### src/rtl/spi_master.sv
// spi_master: SPI master, any CPOL/CPHA mode, MSB first, registered pins.
// Build option SPI_MASTER_LOOPBACK_EN: receive path samples MOSI, not MISO.
module spi_master #(
  parameter logic [1:0] mode      = 2'b00,
  parameter int         bits_size = 8,
  parameter int         clk_div   = 4
) (
  input  logic                 clk,
  input  logic                 reset,
  input  logic [bits_size-1:0] data_in,
  input  logic                 start,
  output logic [bits_size-1:0] data_out,
  output logic                 tx_done,
  output logic                 rx_done,
  output logic                 busy,
  output logic                 ss,
  output logic                 SCLK,
  output logic                 MOSI,
  input  logic                 MISO
);

  localparam logic CPOL = mode[1];
  localparam logic CPHA = mode[0];
  localparam int   CW   = (clk_div > 1) ? $clog2(clk_div) : 1;
  localparam int   EW   = $clog2(2 * bits_size + 1);

  localparam logic [CW-1:0] CNT_LAST  = CW'(clk_div - 1);
  localparam logic [EW-1:0] EDGE_LAST = EW'(2 * bits_size - 1);

  typedef enum logic [1:0] {
    IDLE,
    SETUP,
    SHIFT,
    HOLD
  } state_t;

  state_t               state;
  state_t               state_nx;
  logic [CW-1:0]        cnt;
  logic [EW-1:0]        edge_cnt;
  logic [bits_size-1:0] tx_sr;
  logic [bits_size-1:0] rx_sr;
  logic                 tick;
  logic                 accept;
  logic                 sclk_edge;
  logic                 leading;
  logic                 last_edge;
  logic                 rx_bit;

  assign tick      = (cnt == CNT_LAST);
  assign accept    = (state == IDLE) && start;
  assign sclk_edge = tick && ((state == SETUP) || (state == SHIFT));
  assign leading   = ~edge_cnt[0];
  assign last_edge = (edge_cnt == EDGE_LAST);

`ifdef SPI_MASTER_LOOPBACK_EN
  assign rx_bit = MOSI;
`else
  assign rx_bit = MISO;
`endif

  // State register
  always_ff @(posedge clk) begin
    if (reset) state <= IDLE;
    else       state <= state_nx;
  end

  // Next-state decode: phases end on half-period ticks
  always_comb begin
    state_nx = state;
    unique case (state)
      IDLE:    if (start) state_nx = SETUP;
      SETUP:   if (tick) state_nx = SHIFT;
      SHIFT:   if (tick && last_edge) state_nx = HOLD;
      HOLD:    if (tick) state_nx = IDLE;
      default: state_nx = IDLE;
    endcase
  end

  // Counters, shift registers and registered pins
  always_ff @(posedge clk) begin
    if (reset) begin
      cnt      <= '0;
      edge_cnt <= '0;
      tx_sr    <= '0;
      rx_sr    <= '0;
      data_out <= '0;
      tx_done  <= 1'b0;
      rx_done  <= 1'b0;
      busy     <= 1'b0;
      ss       <= 1'b1;
      SCLK     <= CPOL;
      MOSI     <= 1'b0;
    end else begin
      tx_done <= 1'b0;
      rx_done <= 1'b0;
      if (accept) begin
        cnt      <= '0;
        edge_cnt <= '0;
        tx_sr    <= data_in;
        rx_sr    <= '0;
        MOSI     <= data_in[bits_size-1];
        ss       <= 1'b0;
        busy     <= 1'b1;
      end else if (state != IDLE) begin
        cnt <= tick ? '0 : cnt + CW'(1);
        if (sclk_edge) begin
          SCLK     <= ~SCLK;
          edge_cnt <= edge_cnt + EW'(1);
          if (leading ^ CPHA)
            rx_sr <= {rx_sr[bits_size-2:0], rx_bit};
          if (CPHA && leading) begin
            MOSI  <= tx_sr[bits_size-1];
            tx_sr <= {tx_sr[bits_size-2:0], 1'b0};
          end
          if (!CPHA && !leading && !last_edge) begin
            MOSI  <= tx_sr[bits_size-2];
            tx_sr <= {tx_sr[bits_size-2:0], 1'b0};
          end
        end
        if ((state == HOLD) && tick) begin
          ss       <= 1'b1;
          busy     <= 1'b0;
          SCLK     <= CPOL;
          data_out <= rx_sr;
          tx_done  <= 1'b1;
          rx_done  <= 1'b1;
        end
      end
    end
  end

endmodule
### config.mk
export PLATFORM = sky130hd
export DESIGN_NAME = spi_master
export DESIGN_NICKNAME = d
export VERILOG_FILES = /design/src/rtl/spi_master.sv
export SDC_FILE = /design/constraint.sdc
export NUM_CORES = 1
export LEC_CHECK = 0
export ABC_CLOCK_PERIOD_IN_PS = 1950
export CAP_MARGIN = 20
export CORE_MARGIN = 2
export CORE_UTILIZATION = 52
export DETAILED_ROUTE_END_ITERATION = 7
export GPL_ROUTABILITY_DRIVEN = 0
export PLACE_DENSITY = 0.78
export SYNTH_ARGS = -nofsm -noshare
export SYNTH_HDL_FRONTEND = slang
export SYNTH_SLANG_ARGS = --single-unit
### constraint.sdc
create_clock -name clk -period 1.95 [get_ports clk]
set_clock_uncertainty 0.05 [all_clocks]
set_input_delay 0.2925 -clock clk [delete_from_list [all_inputs] [get_ports clk]]
set_output_delay 0.2925 -clock clk [all_outputs]
set_load 0.005 [all_outputs]
* After elaboration in Yosys (flattened, before gate mapping) *
Index checks and enable logic that the tools add are counted.

storage, ports and cells
  output and inout bits = 14
  register bits = 37
  bits of input ports = 12
  word-level logic and storage cells = 72

operators by class
  eq/ne operators = 9
  reduce and logical (&&, ||, !) cells = 23
  mux-type cells = 23
  $add $sub $neg = 2
  bitwise operators = 4

operators with widths
  kind                                            number
  two-way mux 7 bit                               4
  two-way mux 1 bit                               13
  AND reduction 3 bit                             4
  nonzero test 2 bit                              6
  two-way mux 2 bit                               5
  one-hot mux 2 bit (4 select lines)              1
  == test 2 bit (second input constant)           3
  != test 2 bit (second input constant)           3
  adder 5 x 1 -> 5 bit (second input constant)    1
  == test 5 x 4 -> 1 bit (second input constant)  1
  logical AND 1 bit                               5
  NOT 1 bit                                       4
  AND reduction 2 bit                             2
  AND reduction 4 bit                             1
  OR reduction 3 bit                              1
  adder 2 x 1 -> 2 bit (second input constant)    1
  == test 2 x 1 -> 1 bit (second input constant)  1
  zero test 2 bit                                 1
  != test 2 x 1 -> 1 bit (second input constant)  1
  OR reduction 2 bit                              1
  zero test 1 bit                                 1
  logical OR 1 bit                                1

* Longest topological paths before layout *
Gate-level depths: netlist of the first run.

  depth in word-level cells = 7
  mapped depth = 7
  gate-level depth less buffers = 6

* Worst setup path after synthesis of the first run *
OpenSTA, ideal clock, no wires.

  path kind = register to register
  start = register state[0]
  end = register MOSI
  arrival = 1425 ps
  period minus slack after synthesis = 1597 ps
  slack = 353 ps
  stages on the path, launching flop included = 7
  cells stage by stage = dfxtp_1 > inv_1 > ha_1 > nand3b_4 > o31a_1 > buf_6 > mux2i_1

between the ends
  longest elaborated chain between the ends = 5

ends and longest elaborated chain
  item                                                     line  text
  start, declared                                          37    state_t state;
  start signal, assigned                                   65    else state <= state_nx;
  == test 2 x 1 -> 1 bit or == test 2 bit (tied branches)  52    assign sclk_edge = tick && ((state == SETUP) || (state == SHIFT));
  logical OR 1 bit                                         52
  logical AND 1 bit                                        52
  nonzero test 2 bit (no source line)                      -
  AND reduction 3 bit (no source line)                     -
  end signal, assigned                                     102   MOSI <= data_in[bits_size-1];
  end signal, assigned                                     113   MOSI <= tx_sr[bits_size-1];
  end signal, assigned                                     117   MOSI <= tx_sr[bits_size-2];
  end, declared                                            18    output logic MOSI,

Several ways; a longest one is shown, not always the timed one.
A chain may end at the register's enable or synchronous reset.

* Worst setup path after layout of the first run *
  start = register state[0]
  end = register tx_sr[4]

between the ends
  longest elaborated chain between the ends = 5

ends and longest elaborated chain
  item                                                     line  text
  == test 2 x 1 -> 1 bit or == test 2 bit (tied branches)  52
  logical OR 1 bit                                         52
  logical AND 1 bit                                        52
  nonzero test 2 bit (no source line)                      -
  AND reduction 3 bit (no source line)                     -
  end signal, assigned                                     100   tx_sr <= data_in;
  end signal, assigned                                     114   tx_sr <= {tx_sr[bits_size-2:0], 1'b0};
  end signal, assigned                                     118   tx_sr <= {tx_sr[bits_size-2:0], 1'b0};
  end, declared                                            41    logic [bits_size-1:0] tx_sr;

Several ways; a longest one is shown, not always the timed one.

==> results of run 1 <==
-- metrics by stage --
stage | hold WS [ps] | setup WS [ps]
after CTS | 415 | 85.0
after global placement | 391 | 204
after global routing | 440 | 25.7
after floorplan | 312 | 353
after detailed placement | 400 | 110
final | 412 | 142
-- critical path, cell delays in order, from the launching register on --
cell,delay (ps)
dfxtp_1,400
inv_1,100
ha_1,420
nand3b_4,160
o31a_2,420
mux2i_1,150
-- layout make-up --
| type | instances | area [sq um] |
|---|---|---|
| clock buffer | 5 | 37.5 |
| fill | 261 | 1050 |
| tap | 44 | 55.1 |
| timing repair buffer | 29 | 280 |
| multi-input combinational | 121 | 805 |
| clock inverter | 2 | 35.0 |
| sequential | 37 | 741 |
| inverter | 6 | 22.5 |
-- synth_stat cells (all sizes together), types with 2 or more instances --
| cell type | n | area [sq um] |
|---|---|---|
| and2 | 2 | 12.5 |
| ha | 8 | 100 |
| nor2 | 4 | 15.0 |
| a21boi | 7 | 52.6 |
| and3 | 8 | 50.1 |
| dfxtp | 37 | 741 |
| a21oi | 13 | 65.1 |
| mux2i | 10 | 100 |
| nand2 | 33 | 124 |
| buf | 8 | 57.6 |
| a22o | 8 | 70.1 |
| inv | 5 | 18.8 |
| clkbuf | 4 | 15.0 |
| o21ai | 8 | 40.0 |
-- power by group --
part	internal [W]	switching, W
Combinational	0.000289	0.000321
Clock	0.000261	0.000238
Sequential	0.000826	0.0000452
-- layer usage --
metal	GRT usage [%]	part of all wire, %
met3	6.49	4.5
met2	31.7	48
met1	21.4	46
met5	0	0
met4	7.62	1.5
-- cell families (layout without fill, tap and decap cells) --
family,Yosys count,after routing
flip-flops,37,37
AO/OA/AOI/OAI,43,43
buffers and inverters,18,42
XOR/XNOR,2,2
adder cells (fa/ha/maj),8,8
multiplexers,10,10
AND/OR/NAND/NOR,58,58
-- worst paths after layout --
path / endpoint
hold reg to reg: rx_sr[7]
setup reg to reg: tx_sr[4]
setup / recovery: tx_sr[4]
hold / removal: rx_sr[7]
-- sequential cells by signal (all words and copies together), names as in the netlist --
name      cells
MOSI          1
ss            1
data_out      8
SCLK          1
edge_cnt      5
tx_sr         7
rx_done       1
state         2
busy          1
cnt           2
rx_sr         8
==> results.yml, run 1 <==
sta:
  period_share_pct: 92.7
  max_clock_freq_mhz: 553
  setup_violations: 0
  tightest_slew_ps: 462
  rsz0062_at_grt: "false"
  min_period_ps: 1810
  finalHoldViolCount: 0
  slew_viol_final: 0
  slew_headroom_pct: 69.1
  timing.setup.tns_ps: 0
clock_network:
  cts.clk_slew.worst_paths_ps: 100
  clock_sinks: 37
  cts_resized: 0
  cts_hold_buf: 0
  cts-htree-levels: 2
  clkLatencyLatePin_ps: 330
  cts-root-buf: "clkbuf_4"
  post-cts-setup-buffers: 0
  cts_tree: "yes"
  clockBufferDepth: 2
  numCtsBuffers: 5
yosys:
  ys_seq_area_share_pct: 45.2
  ys.warnings.count: 0
  synth_compound_area_share_pct: 17.4
  avgSynthCellArea_sq_um: 9.31
  synth_nets: 196
  syn_inst: 176
  synth_xor_area_share_pct: 1.07
  synth_fa_ha_area_share_pct: 6.11
  synthSimpleGateAreaFrac_pct: 18.3
  synth_cell_type_count: 37
  synthFlopType: "dfxtp_1"
  synth_edf_count: 0
  ys_ff_latch: 37
  synthMuxAreaShare_pct: 6.11
  async_reset_ff_share_pct: 0
  synth_area_sq_mm: 0.00164
  synth_top_family_by_area: "simple AND/OR/NAND/NOR gates"
cells_and_area:
  n_antenna_cell: 0
  mostFrequentLayoutCell: "dfxtp_1"
  nets: 220
  area_growth_pct: 20.5
  mostFrequentLayoutCells: "dfxtp_1 (37), nand2_1 (33), clkdlybuf4s50_1 (25)"
  final_cell_area_sq_mm: 0.00198
  post-route-util_pct: 65.2
  final_cells: 244
  drive_gt1_share_pct: 8.00
drt:
  antenna_left: 0
  drc: 0
  drt-initial-drc-count: 50
  routedWlPerCell_microns: 12.1
  firstDrtPassIters: 4
  via_per_inst: 5.29
  vias: 1290
  finalWirelength_microns: 2960
setup_path:
  worstPathRequired_ps: 2130
  reg2regPathDepth: 5
  r2r-start: "state[0]"
  ff2ff_setup_slack_ps: 140
  startpoint_type: "flop"
  crit_fanout: 9
  critPathLaunch: "state[0]"
  cp_data_arrival_time_ps: 1990
  path_class: "reg -> reg"
  end_kind: "flop"
global_route:
  grt_pass1_vias: 1170
  antenna_found_initial: 0
  grt_usage_pct: 18.7
  grt_max_degree: 18
  grt_pass1_wl_microns: 5000
  grt-ovfl-total: 0
floorplanning:
  die_x_microns: 60.1
  start_util_pct: 54.1
  rows: 20
  die_y_microns: 60.1
  ios: 26
  dieArea_sq_mm: 0.00362
  core-area_sq_mm: 0.00303
power_and_ir_drop:
  power.total_w: 0.00198
  peakVddDrop_v: 0.000686
  cellPowerDensity_mw_per_mm2: 1000
  leakagePower_nw: 0.811
status:
  status: "complete, no violations"
min_path:
  hold_path_class: "reg -> reg"
  min-delay-start: "rx_sr[7]"
  whs_path_depth: 2
placed_design:
  hpwl_microns: 2160
  dp.cells: 237
  post_dp_cell_area_sq_mm: 0.00190
  port_buffers: 25
flow_run:
  maxCapViolCount: 0
Note: power is estimated with default switching activity, not from simulation.
==> run 2: changes to the inputs <==
Settings changed: ABC_CLOCK_PERIOD_IN_PS 1950 to 1920.
Clock period 1.95 ns to 1.92 ns, I/O delays scaled along.
==> run 2 against run 1 <==
Flip-flop and latch count stayed put. Sequential power is 1% higher. Final cell count is 0.41% higher. Non-clock buffer count stayed put. Global-route usage is 0.41 points higher. Power is 1.3% lower. Sequential share of layout area is 0.14 points higher. Worst hold slack better by 3.1 ps. Clock-buffer cell count is 1 higher. Routed wire length is 2.5% higher. Maximum frequency is 0.91% lower. Combinational power is 3.4% higher. Largest cell class unchanged.
==> results.yml, run 2 (synthesized netlist as in run 1, its figures left out) <==
setup_path:
  path_class: "reg -> reg"
  worstPathRequired_ps: 2100
  r2r-start: "state[0]"
  reg2regPathDepth: 5
  end_kind: "flop"
  crit_fanout: 10
  cp_data_arrival_time_ps: 2010
  r2r_end: "tx_sr[1]"
  ff2ff_setup_slack_ps: 100
  startpoint_type: "flop"
status:
  status: "complete, no violations"
drt:
  vias: 1288
  drc: 0
  drt-initial-drc-count: 39
  wl_met2_microns: 1420
  routedWlPerCell_microns: 12.4
  finalWirelength_microns: 3040
  dr.max_layer_used: "met4"
  firstDrtPassIters: 4
  antenna_left: 0
  via_per_inst: 5.26
  wl_met3_microns: 146
  wl_met1_microns: 1410
cells_and_area:
  n_antenna_cell: 0
  drive_gt1_share_pct: 8.46
  mostFrequentLayoutCells: "dfxtp_1 (37), nand2_1 (33), clkdlybuf4s50_1 (25)"
  reg.largest.list: "data_out: 8 flops, rx_sr: 8 flops, tx_sr: 7 flops"
  final_cell_area_sq_mm: 0.00197
  area_growth_pct: 20.1
  mostFrequentLayoutCell: "dfxtp_1"
  nets: 220
flow_run:
  maxCapViolCount: 0
clock_network:
  clock_sinks: 37
  cts-root-buf: "clkbuf_4"
  cts-htree-levels: 2
  clkLatencyLatePin_ps: 350
  numCtsBuffers: 5
  cts.clk_slew.worst_paths_ps: 120
  clockBufferDepth: 2
  cts_tree: "yes"
floorplanning:
  core-area_sq_mm: 0.00303
  die_y_microns: 60.1
  die_x_microns: 60.1
  ios: 26
  start_util_pct: 54.1
  dieArea_sq_mm: 0.00362
  rows: 20
min_path:
  whs_path_depth: 2
  min_to: "rx_sr[7]"
  min-delay-start: "rx_sr[7]"
  hold_path_class: "reg -> reg"
sta:
  slew_headroom_pct: 68.5
  slew_viol_final: 0
  period_share_pct: 95.0
  finalHoldViolCount: 0
  max_clock_freq_mhz: 548
  min_period_ps: 1820
  timing.setup.tns_ps: 0
  setup_ws_ps: 95.4
  rsz0062_at_grt: "false"
  tightest_slew_ps: 471
  setup_violations: 0
power_and_ir_drop:
  switching_share_pct: 33.0
  p_comb_share_pct: 32.3
  leakagePower_nw: 0.808
  p_switching_w: 0.000645
  cellPowerDensity_mw_per_mm2: 994
  peakVddDrop_v: 0.000695
  p_int_w: 0.00131
  p_clk_share_pct: 22.5
  power.total_w: 0.00196
  p_seq_share_pct: 45.2
placed_design:
  port_buffers: 25
  pre_cts_slack_ps: 43.7
  post_dp_cell_area_sq_mm: 0.00190
  hpwl_microns: 2150
global_route:
  grt_pass1_vias: 1197
  grt_pass1_wl_microns: 5140
  grt_usage_pct: 19.2
  antenna_found_initial: 0
  grt-ovfl-total: 0
  grt_max_degree: 18
[run 2: changes by cell type in the layout (fill, tap and decap cells not counted)]
cell and delta:
clkbuf_8 +1, clkinv_4 +1, bufinv_16 -1
[run 2: stage by stage]
| stage | hold slack (ps) | utilization [%] | cells |
|---|---|---|---|
| final | 416 | 65.0 | 245 |
| after global placement | 391 | 62.8 | 237 |
| after floorplan | 307 | - | 176 |
| after global routing | 442 | 65.0 | 245 |
| after CTS | 417 | 65.0 | 245 |
| after detailed placement | 400 | 62.8 | 237 |
[run 2: worst max path at each step]
| stage | startpoint | to | slack [ps] | cells past startpoint |
|---|---|---|---|---|
| floorplan | state[0] | MOSI | 320 | 6 |
| global placement | state[0] | tx_sr[4] | 170 | 5 |
| detailed placement | state[0] | tx_sr[5] | 40 | 5 |
| CTS | state[0] | tx_sr[5] | 30 | 5 |
| global route | state[0] | tx_sr[1] | 1 | 5 |
| finish | state[0] | tx_sr[1] | 100 | 5 |
[run 2: metal layers]
layer  up-vias  track usage, %
li1        655               -
met1       599            23.2
met2        27            30.9
met3         7            5.84
met4         0            8.89
met5         -               0
[run 2: power groups by stage]
| stage | logic (W) | registers, W | clock network [W] |
|---|---|---|---|
| final | 0.000631 | 0.000884 | 0.000440 |
| after global routing | 0.000703 | 0.000893 | 0.000481 |
| after CTS | 0.000627 | 0.000884 | 0.000454 |
| after detailed placement | 0.000625 | 0.000902 | 0 |
| after global placement | 0.000591 | 0.000895 | 0 |
| after floorplan | 0.000493 | 0.000894 | 0 |
[run 2: worst max-delay path, cell delays in order (launching register included)]
cell      delay (ps)
dfxtp_1          400
inv_1            100
ha_1             330
nand3b_4         260
o31a_2           420
mux2i_1          150
[run 2: cell type report]
| class | count | area (sq um) |
|---|---|---|
| multi-input combinational | 121 | 805 |
| tap | 44 | 55.1 |
| clock inverter | 2 | 13.8 |
| inverter | 6 | 22.5 |
| fill | 263 | 1060 |
| clock buffer | 6 | 51.3 |
| sequential | 37 | 741 |
| timing repair buffer | 29 | 280 |
[run 2: timing repair]
item,4_1_cts,5_1_grt
gates resized for setup,0,1
setup endpoints to repair,0,7
setup buffers,0,0
hold buffers,0,0
==> run 3: changes to the inputs <==
Settings changed: ABC_CLOCK_PERIOD_IN_PS 1920 to 2300, CORE_UTILIZATION 52 to 55, PLACE_DENSITY 0.78 to 0.93.
Clock period 1.92 ns to 2.3 ns, I/O delays scaled along.
==> run 3 against run 2 <==
Power decreased by 6.1%. Sequential share of layout area decreased by 0.45 points. Flip-flop and latch count unchanged. Critical path depth increased by 1. Worst hold slack improved by 1.9 ps. Critical path type unchanged. Maximum frequency decreased by 6.6%. Global-route usage increased by 2.8 points. Final area increased by 1.2%. The run now ends with DRC left. Largest cell class unchanged. Setup slack improved by 250 ps. Register-to-register slack improved by 250 ps.
==> results.yml, run 3 (synthesized netlist as in run 1, its figures left out) <==
global_route:
  busiest_layer: "met2"
  antenna_found_initial: 0
  met1_usage_pct: 23.9
  met2_usage_pct: 37.2
  grt_max_degree: 17
  grt_pass1_vias: 1304
  grt_usage_pct: 21.9
  grt_pass1_wl_microns: 5600
  grtUsageMet3_pct: 5.93
  grt-ovfl-total: 0
sta:
  rsz0062_at_grt: "false"
  setup_ws_ps: 346
  period_share_pct: 85.0
  timing.setup.tns_ps: 0
  slew_viol_final: 0
  min_period_ps: 1950
  finalHoldViolCount: 0
  tightest_slew_ps: 474
  slew_headroom_pct: 68.3
  max_clock_freq_mhz: 512
  setup_violations: 0
drt:
  finalWirelength_microns: 3400
  drt-initial-drc-count: 90
  vias: 1322
  via_per_inst: 5.70
  routedWlPerCell_microns: 14.7
  antenna_left: 0
  firstDrtPassIters: 6
  drc: 2
placed_design:
  hpwl_microns: 2350
  post_dp_cell_area_sq_mm: 0.00189
  pre_cts_slack_ps: 392
  port_buffers: 25
min_path:
  hold_path_class: "reg -> reg"
  min_to: "tx_sr[3]"
  min-delay-start: "tx_sr[3]"
  whs_path_depth: 2
clock_network:
  cts.clk_slew.worst_paths_ps: 110
  cts_hold_buf: 0
  cts_resized: 0
  cts-htree-levels: 2
  clkLatencyLatePin_ps: 360
  numCtsBuffers: 5
  post-cts-setup-buffers: 0
  clock_sinks: 37
  clockBufferDepth: 2
  cts_tree: "yes"
  cts-root-buf: "clkbuf_4"
cells_and_area:
  final_cell_area_sq_mm: 0.00199
  n_antenna_cell: 0
  fillers: 205
  mostFrequentLayoutCells: "dfxtp_1 (37), nand2_1 (33), clkdlybuf4s50_1 (25)"
  multi_input_area_sq_um: 803
  drive_gt1_share_pct: 7.96
  area_growth_pct: 21.5
  reg.largest.list: "data_out: 8 flops, rx_sr: 8 flops, tx_sr: 7 flops"
  final-seq-area_sq_um: 741
  mostFrequentLayoutCell: "dfxtp_1"
  nets: 220
power_and_ir_drop:
  leakagePower_nw: 0.825
  peakVddDrop_v: 0.000591
  cellPowerDensity_mw_per_mm2: 922
  power.total_w: 0.00184
setup_path:
  worstPathRequired_ps: 2540
  r2r_end: "tx_sr[4]"
  startpoint_type: "flop"
  cp_data_arrival_time_ps: 2190
  end_kind: "flop"
  path_class: "reg -> reg"
  crit_fanout: 16
  r2r-start: "state[0]"
  ff2ff_setup_slack_ps: 350
  reg2regPathDepth: 6
floorplanning:
  dieArea_sq_mm: 0.00343
  die_x_microns: 58.6
  start_util_pct: 58.4
  rows: 19
  core-area_sq_mm: 0.00281
  die_y_microns: 58.6
  ios: 26
status:
  status: "complete, but fails checks"
  violations: "DRC"
flow_run:
  maxCapViolCount: 0
## run 3: per-layer routing
metal,part of all wire (%),vias to the layer above,wire (microns)
li1,-,659,-
met2,49,46,1670
met5,0,-,0
met4,4.9,0,168
met1,41,599,1410
met3,4.6,18,155
## run 3: worst max-delay path by stage
stage,from,end,slack [ps],cells past startpoint
5_1_grt,state[0],tx_sr[4],180,6
3_5_place_dp,state[0],tx_sr[1],390,6
6_report,state[0],tx_sr[4],350,6
3_3_place_gp,state[0],tx_sr[2],530,6
2_1_floorplan,state[0],MOSI,700,6
4_1_cts,state[0],tx_sr[4],340,6
## run 3: power breakdown
group / leakage (nW) / internal (W) / switching, W
sequential: 0.300 / 0.000700 / 0.0000395
clock: 0.0558 / 0.000342 / 0.000233
combinational: 0.470 / 0.000244 / 0.000279
## run 3: area by class of cell
| class | count | share of cell area (%) |
|---|---|---|
| timing repair buffer | 29 | 14.1 |
| clock inverter | 3 | 3.45 |
| tap | 31 | 1.95 |
| multi-input combinational | 121 | 40.3 |
| sequential | 37 | 37.2 |
| clock buffer | 5 | 1.88 |
| inverter | 6 | 1.13 |
## run 3: critical path, cell delays in order, from the launching register on
cell,delay [ps]
dfxtp_1,400
inv_1,100
ha_1,310
buf_4,220
nand2_1,110
o31a_1,440
mux2i_1,250
## run 3: through the flow
stage,hold WS (ps),cells,utilization (%)
after global placement,392,224,67.2
after CTS,419,232,71.0
after floorplan,364,176,-
final,417,232,71.0
after global routing,441,232,71.0
after detailed placement,402,224,67.2
==> RTL change 1: new RTL, settings of run 1 <==
Encoding of `state_t`: now one-hot (4 bits for 4 states).
--- a/src/rtl/spi_master.sv
+++ b/src/rtl/spi_master.sv
@@ -27,11 +27,11 @@
   localparam logic [CW-1:0] CNT_LAST  = CW'(clk_div - 1);
   localparam logic [EW-1:0] EDGE_LAST = EW'(2 * bits_size - 1);
 
-  typedef enum logic [1:0] {
-    IDLE,
-    SETUP,
-    SHIFT,
-    HOLD
+  typedef enum logic [3:0] {
+    IDLE  = 4'b0001,
+    SETUP = 4'b0010,
+    SHIFT = 4'b0100,
+    HOLD  = 4'b1000
   } state_t;
 
   state_t               state;
Function: same outputs for any inputs over 10 cycles, from zero or initial values and one cycle with reset high; not proved beyond that.
==> RTL change 1 against run 1 <==
Routed wire length increased by 24%. Area after synthesis rose by 4.0%. Sequential cell count up 2. Cell count is 6.6% higher. Cell area up 14%. Setup slack worse by 0.025 ns. Critical path type unchanged. Highest routed layer unchanged.
Power is not compared: it rests on default switching activity, and its combinational part moved more than twofold at a synthesized area within 25%.
==> RTL change 1: results (changes against run 1) <==
* Slowest stage delay, CP at 0.39 ns (-0.03 ns)
* CTS buffer count at 5 (unchanged)
* Largest net degree at the start of global routing at 19 (+1)
* Synth top area cells: dfxtp_1, mux2i_1, nor2_1
* DR WL met3 at 183 um (+38%)
* Tightest Pin Transition at 0.390 ns (-0.0723 ns)
* Via count at 1422 (+10%)
* R2R cell count at 7 (+2)
* Final nets at 230 (+4.5%)
* Met2 WL at 1.99 mm (+40%)
* Wire length on met1 at 1.43 mm (+5.0%)
* CP startpoint kind: flip-flop
* Initial antenna violation count at 0 (unchanged)
* Diode count at 0 (unchanged)
* Initial DRC count at 59 (+18%)
* Syn_nets at 199 (+1.5%)
* Max clock buf depth at 2 (unchanged)
* Placed cells at 250 (+5.5%)
* Reg2reg setup slack at 0.12 ns (-0.02 ns)
* Routed len/inst at 14.1 um (+16%)
* Crit path from: edge_cnt[0]
* Endpoints failing setup at 0 (unchanged)
* Worst EP arrival at 2.04 ns (+0.05 ns)
* Via/cell ratio at 5.47 (+3.4%)
* Clk_lat worst skew at 0.35 ns (+0.02 ns)
* Hpwl dp at 2.40 mm (+11%)
* First-pass GRT wire length at 5.51 mm (+10%)
* Yosys warnings at 0 (unchanged)
* Count of unique library cells instantiated by Yosys at 33 (-11%)
* Vias in the first global route at 1246 (+6.5%)
* Share of cells above drive strength 1 at 0.171 (+0.0913)
* Max IR drop VDD at between 0.5 and 0.6 mV
* GRT Overall Usage at 0.202 (+0.0148)
* Syn_area_per_cell at 9.26 sq um (-0.55%)
* WHS Path Cells at 2 (unchanged)
* Crit path max-delay family: simple AND/OR/NAND/NOR gates
* Clock transition at the registers of the reported paths at 0.12 ns (+0.02 ns)
* Leakage power at 0.000940 uW
* RR Endpoint: tx_sr[6]
* Sw Pwr at 467 uW
* Slowest CP cell: dfxtp_4
* Largest regs: data_out (8), rx_sr (8), tx_sr (7)
* EDFF count, synth at 0 (unchanged)
* RR Startpoint: edge_cnt[0]
* Most instantiated cells after synthesis: dfxtp_1, nor2_1, mux2i_1
* Sequential area share after synthesis at 0.458 (+0.00624)
* Status: completed
* Worst Path Max Fanout at 7 (-2)
## RTL change 1: cell count changes after synthesis, sizes merged, moves of 6 or more
cell | before | now
a21boi | 7 | 0
a21oi | 13 | 7
a22o | 8 | 0
a2111oi | 0 | 8
nor3 | 1 | 8
mux2i | 10 | 17
nor2 | 4 | 39
nand2 | 33 | 9
## RTL change 1: timing repair
item / CTS / global route
resized for setup: 0 / 24
endpoints found under the setup margin: 0 / 8
buffers inserted: 0 / 1
## RTL change 1: kinds of logic (layout without fill, tap and decap cells)
group,after synthesis,after routing,share of synthesized area
adders and majority gates,3,3,0.0220
muxes,17,17,0.0999
AOI/OAI and AO/OA,24,24,0.116
buffers and inverters,17,49,0.0558
and+or+nand+nor,80,80,0.228
DFF,39,39,0.458
xor gates and xnor gates,4,4,0.0206
## RTL change 1: per-stage QoR
| stage | area (sq um) | worst slack, ns | total power, uW | util | hold WS (ns) |
|---|---|---|---|---|---|
| floorplan | 1700 | 0.0836 | 1070 | - | 0.311 |
| global placement | 2000 | 0.165 | 1140 | 0.651 | 0.407 |
| CTS | 2090 | 0.0176 | 1690 | 0.678 | 0.432 |
| finish | 2240 | 0.117 | 1720 | 0.729 | 0.430 |
| detailed placement | 2000 | 0.0581 | 1150 | 0.651 | 0.404 |
| global route | 2240 | 0.000895 | 1810 | 0.729 | 0.458 |
## RTL change 1: power groups by stage
stage | Sequential [uW] | Clock, uW | Combinational, uW
global route | 882 | 587 | 337
finish | 876 | 542 | 304
floorplan | 872 | 0 | 194
detailed placement | 892 | 0 | 262
CTS | 874 | 555 | 263
global placement | 889 | 0 | 253
## RTL change 1: worst min-delay path, cell delays in order, from the launching register on
cell and delay [ns]:
dfxtp_1 0.34, nand2_1 0.05, nand3b_1 0.07
## RTL change 1: final cells by class
type,instances,area [sq um]
tap,44,55.1
timing repair buffer,37,348
sequential,39,785
clock inverter,3,43.8
fill,232,833
multi-input combinational,128,961
clock buffer,5,37.5
inverter,4,15.0
## RTL change 1: how the worst min path moves through the flow
stage               slack (ns)       end       start
floorplan                 0.31  tx_sr[1]       reset
global placement          0.41        ss          ss
detailed placement        0.40        ss          ss
CTS                       0.43  tx_sr[0]    tx_sr[0]
global route              0.46  tx_sr[0]  data_in[0]
finish                    0.43        ss          ss
## RTL change 1: metal layers
layer | GRT usage | vias to the layer above
met5 | 0 | -
met4 | 0.0932 | 0
met3 | 0.0504 | 8
met2 | 0.337 | 39
met1 | 0.245 | 670
li1 | - | 705
==> RTL change 2: new RTL, settings of run 1 <==
Made on the original files. The parameter `mode` goes from 2'b00 to 2'b01.
--- a/src/rtl/spi_master.sv
+++ b/src/rtl/spi_master.sv
@@ -1,7 +1,7 @@
 // spi_master: SPI master, any CPOL/CPHA mode, MSB first, registered pins.
 // Build option SPI_MASTER_LOOPBACK_EN: receive path samples MOSI, not MISO.
 module spi_master #(
-  parameter logic [1:0] mode      = 2'b00,
+  parameter logic [1:0] mode      = 2'b01,
   parameter int         bits_size = 8,
   parameter int         clk_div   = 4
 ) (
Behaviour: not the same (a bounded check fails within 10 cycles, from zero or initial values and one cycle with reset high).
==> RTL change 2 against run 1 <==
First-iteration DRC count increased by 110%. Cell area increased by 0.63%. Setup slack improved by 0.027 ns. Worst hold slack improved by 0.0015 ns. Die area decreased by 1.2%. Global-route usage increased by 2.3 points. Power increased by 19%. Sequential cell count increased by 1. Area after synthesis decreased by 1.3%. Routed wire length increased by 13%. Largest power group unchanged. Highest routed layer unchanged.
==> RTL change 2: results (changes against run 1) <==
* Met2 WL at 1.67 mm (+17%)
* Drt first pass iters at 4 (unchanged)
* RR Startpoint: state[0]
* Synth top area cells: dfxtp_1, nand2_1, ha_1
* Post-DP Area at 1870 sq um (-1.8%)
* Max IR drop VDD at 0.583 mV (-15%)
* Syn_nets at 193 (-1.5%)
* Max clock buf depth at 2 (unchanged)
* Via/cell ratio at 5.64 (+6.6%)
* Crit path to: edge_cnt[3]
* Clock transition at the registers of the reported paths at 0.13 ns (+0.03 ns)
* Routed len/inst at 14.5 um (+19%)
* Root Buffer: clkbuf_4
* Max layer used: met4
* DRC errors left at 0 (unchanged)
* Reg2reg setup slack at 0.17 ns (+0.03 ns)
* Post-synth ARST share at 0 (unchanged)
* Initial DRC count at 105 (+110%)
* Hpwl dp at 2.42 mm (+12%)
* IO Port Bufs at 25 (unchanged)
* GRT Overall Usage at 0.210 (+0.0227)
* Share of cells above drive strength 1 at 0.116 (+0.0362)
* First-pass GRT wire length at 5.44 mm (+8.8%)
* Worst Path Max Fanout at 10 (+1)
* Worst Hold Class: reg -> reg
* WHS Path Cells at 2 (unchanged)
* Most instantiated cells after synthesis: dfxtp_1, nand2_1, a21oi_1
* Clk_lat worst skew at 0.36 ns (+0.03 ns)
* Leakage power at 0.000767 uW (-5.4%)
* Pre-CTS setup slack at 0.129 ns (+0.0191 ns)
* Vias in the first global route at 1197 (+2.3%)
* Largest regs: data_out (8), rx_sr (8), tx_sr (8)
* Count of unique library cells instantiated by Yosys at 39 (+5.4%)
* Initial antenna violation count at 0 (unchanged)
* R2R cell count at 5 (unchanged)
* CP startpoint kind: flip-flop
* Final nets at 217 (-1.4%)
* Most used DFF post-synth: dfxtp_1
* H-Tree Depth at 2 (unchanged)
* Fmax at 562 MHz (+1.5%)
* DR WL met3 at 140 um (+5.3%)
* Tightest Pin Transition at 0.433 ns (-0.0290 ns)
* Worst EP arrival at 2.04 ns (+0.05 ns)
* Largest net degree at the start of global routing at 17 (-1)
* Sequential area share after synthesis at 0.470 (+0.0183)
* Status: completed
* CTS buffer count at 5 (unchanged)
* Wire length on met1 at 1.47 mm (+8.2%)
* Diode count at 0 (unchanged)
* Yosys warnings at 0 (unchanged)
[RTL change 2: kinds of logic (layout without fill, tap and decap cells)]
family,after synthesis,after routing,share of synthesized area
xor gates and xnor gates,2,2,0.0108
AOI/OAI and AO/OA,38,38,0.166
muxes,3,3,0.0186
and+or+nand+nor,68,68,0.219
adders and majority gates,8,8,0.0619
buffers and inverters,16,41,0.0541
DFF,38,38,0.470
[RTL change 2: where the power goes]
part           internal [uW]  switching [uW]
Clock                    401             274
Sequential               877            62.9
Combinational            332             405
[RTL change 2: worst max-delay path: stages, from the launching register on]
cell and delay [ns]:
dfxtp_1 0.38, inv_1 0.11, ha_1 0.45, nand4b_4 0.21, or3_1 0.39, a21oi_1 0.14
[RTL change 2: layer usage]
| metal | up-vias | GRT usage |
|---|---|---|
| met5 | - | 0 |
| met4 | 0 | 0.0857 |
| met3 | 6 | 0.0649 |
| met2 | 21 | 0.357 |
| met1 | 617 | 0.244 |
| li1 | 658 | - |
[RTL change 2: how the worst min path moves through the flow]
stage	from	to	slack, ns
finish	rx_sr[2]	rx_sr[3]	0.41
global route	MISO	rx_sr[0]	0.43
CTS	ss	ss	0.42
detailed placement	ss	ss	0.40
global placement	ss	ss	0.38
floorplan	MISO	rx_sr[0]	0.38
[RTL change 2: timing repair]
action                                 4_1_cts  5_1_grt
endpoints found under the hold margin        0        0
setup endpoints to repair                    0        7
gates resized for setup                      0        4
buffers inserted                             0        0
[RTL change 2: per-stage QoR]
step,instances,utilization
after floorplan,173,-
after global placement,223,0.622
after detailed placement,223,0.622
after CTS,231,0.657
after global routing,231,0.662
final,231,0.662
[RTL change 2: cell type report]
cell class	instances	area, sq um
sequential	38	761
inverter	4	15.0
fill	242	1010
clock buffer	5	37.5
clock inverter	3	68.8
multi-input combinational	119	785
tap	33	41.3
timing repair buffer	29	280
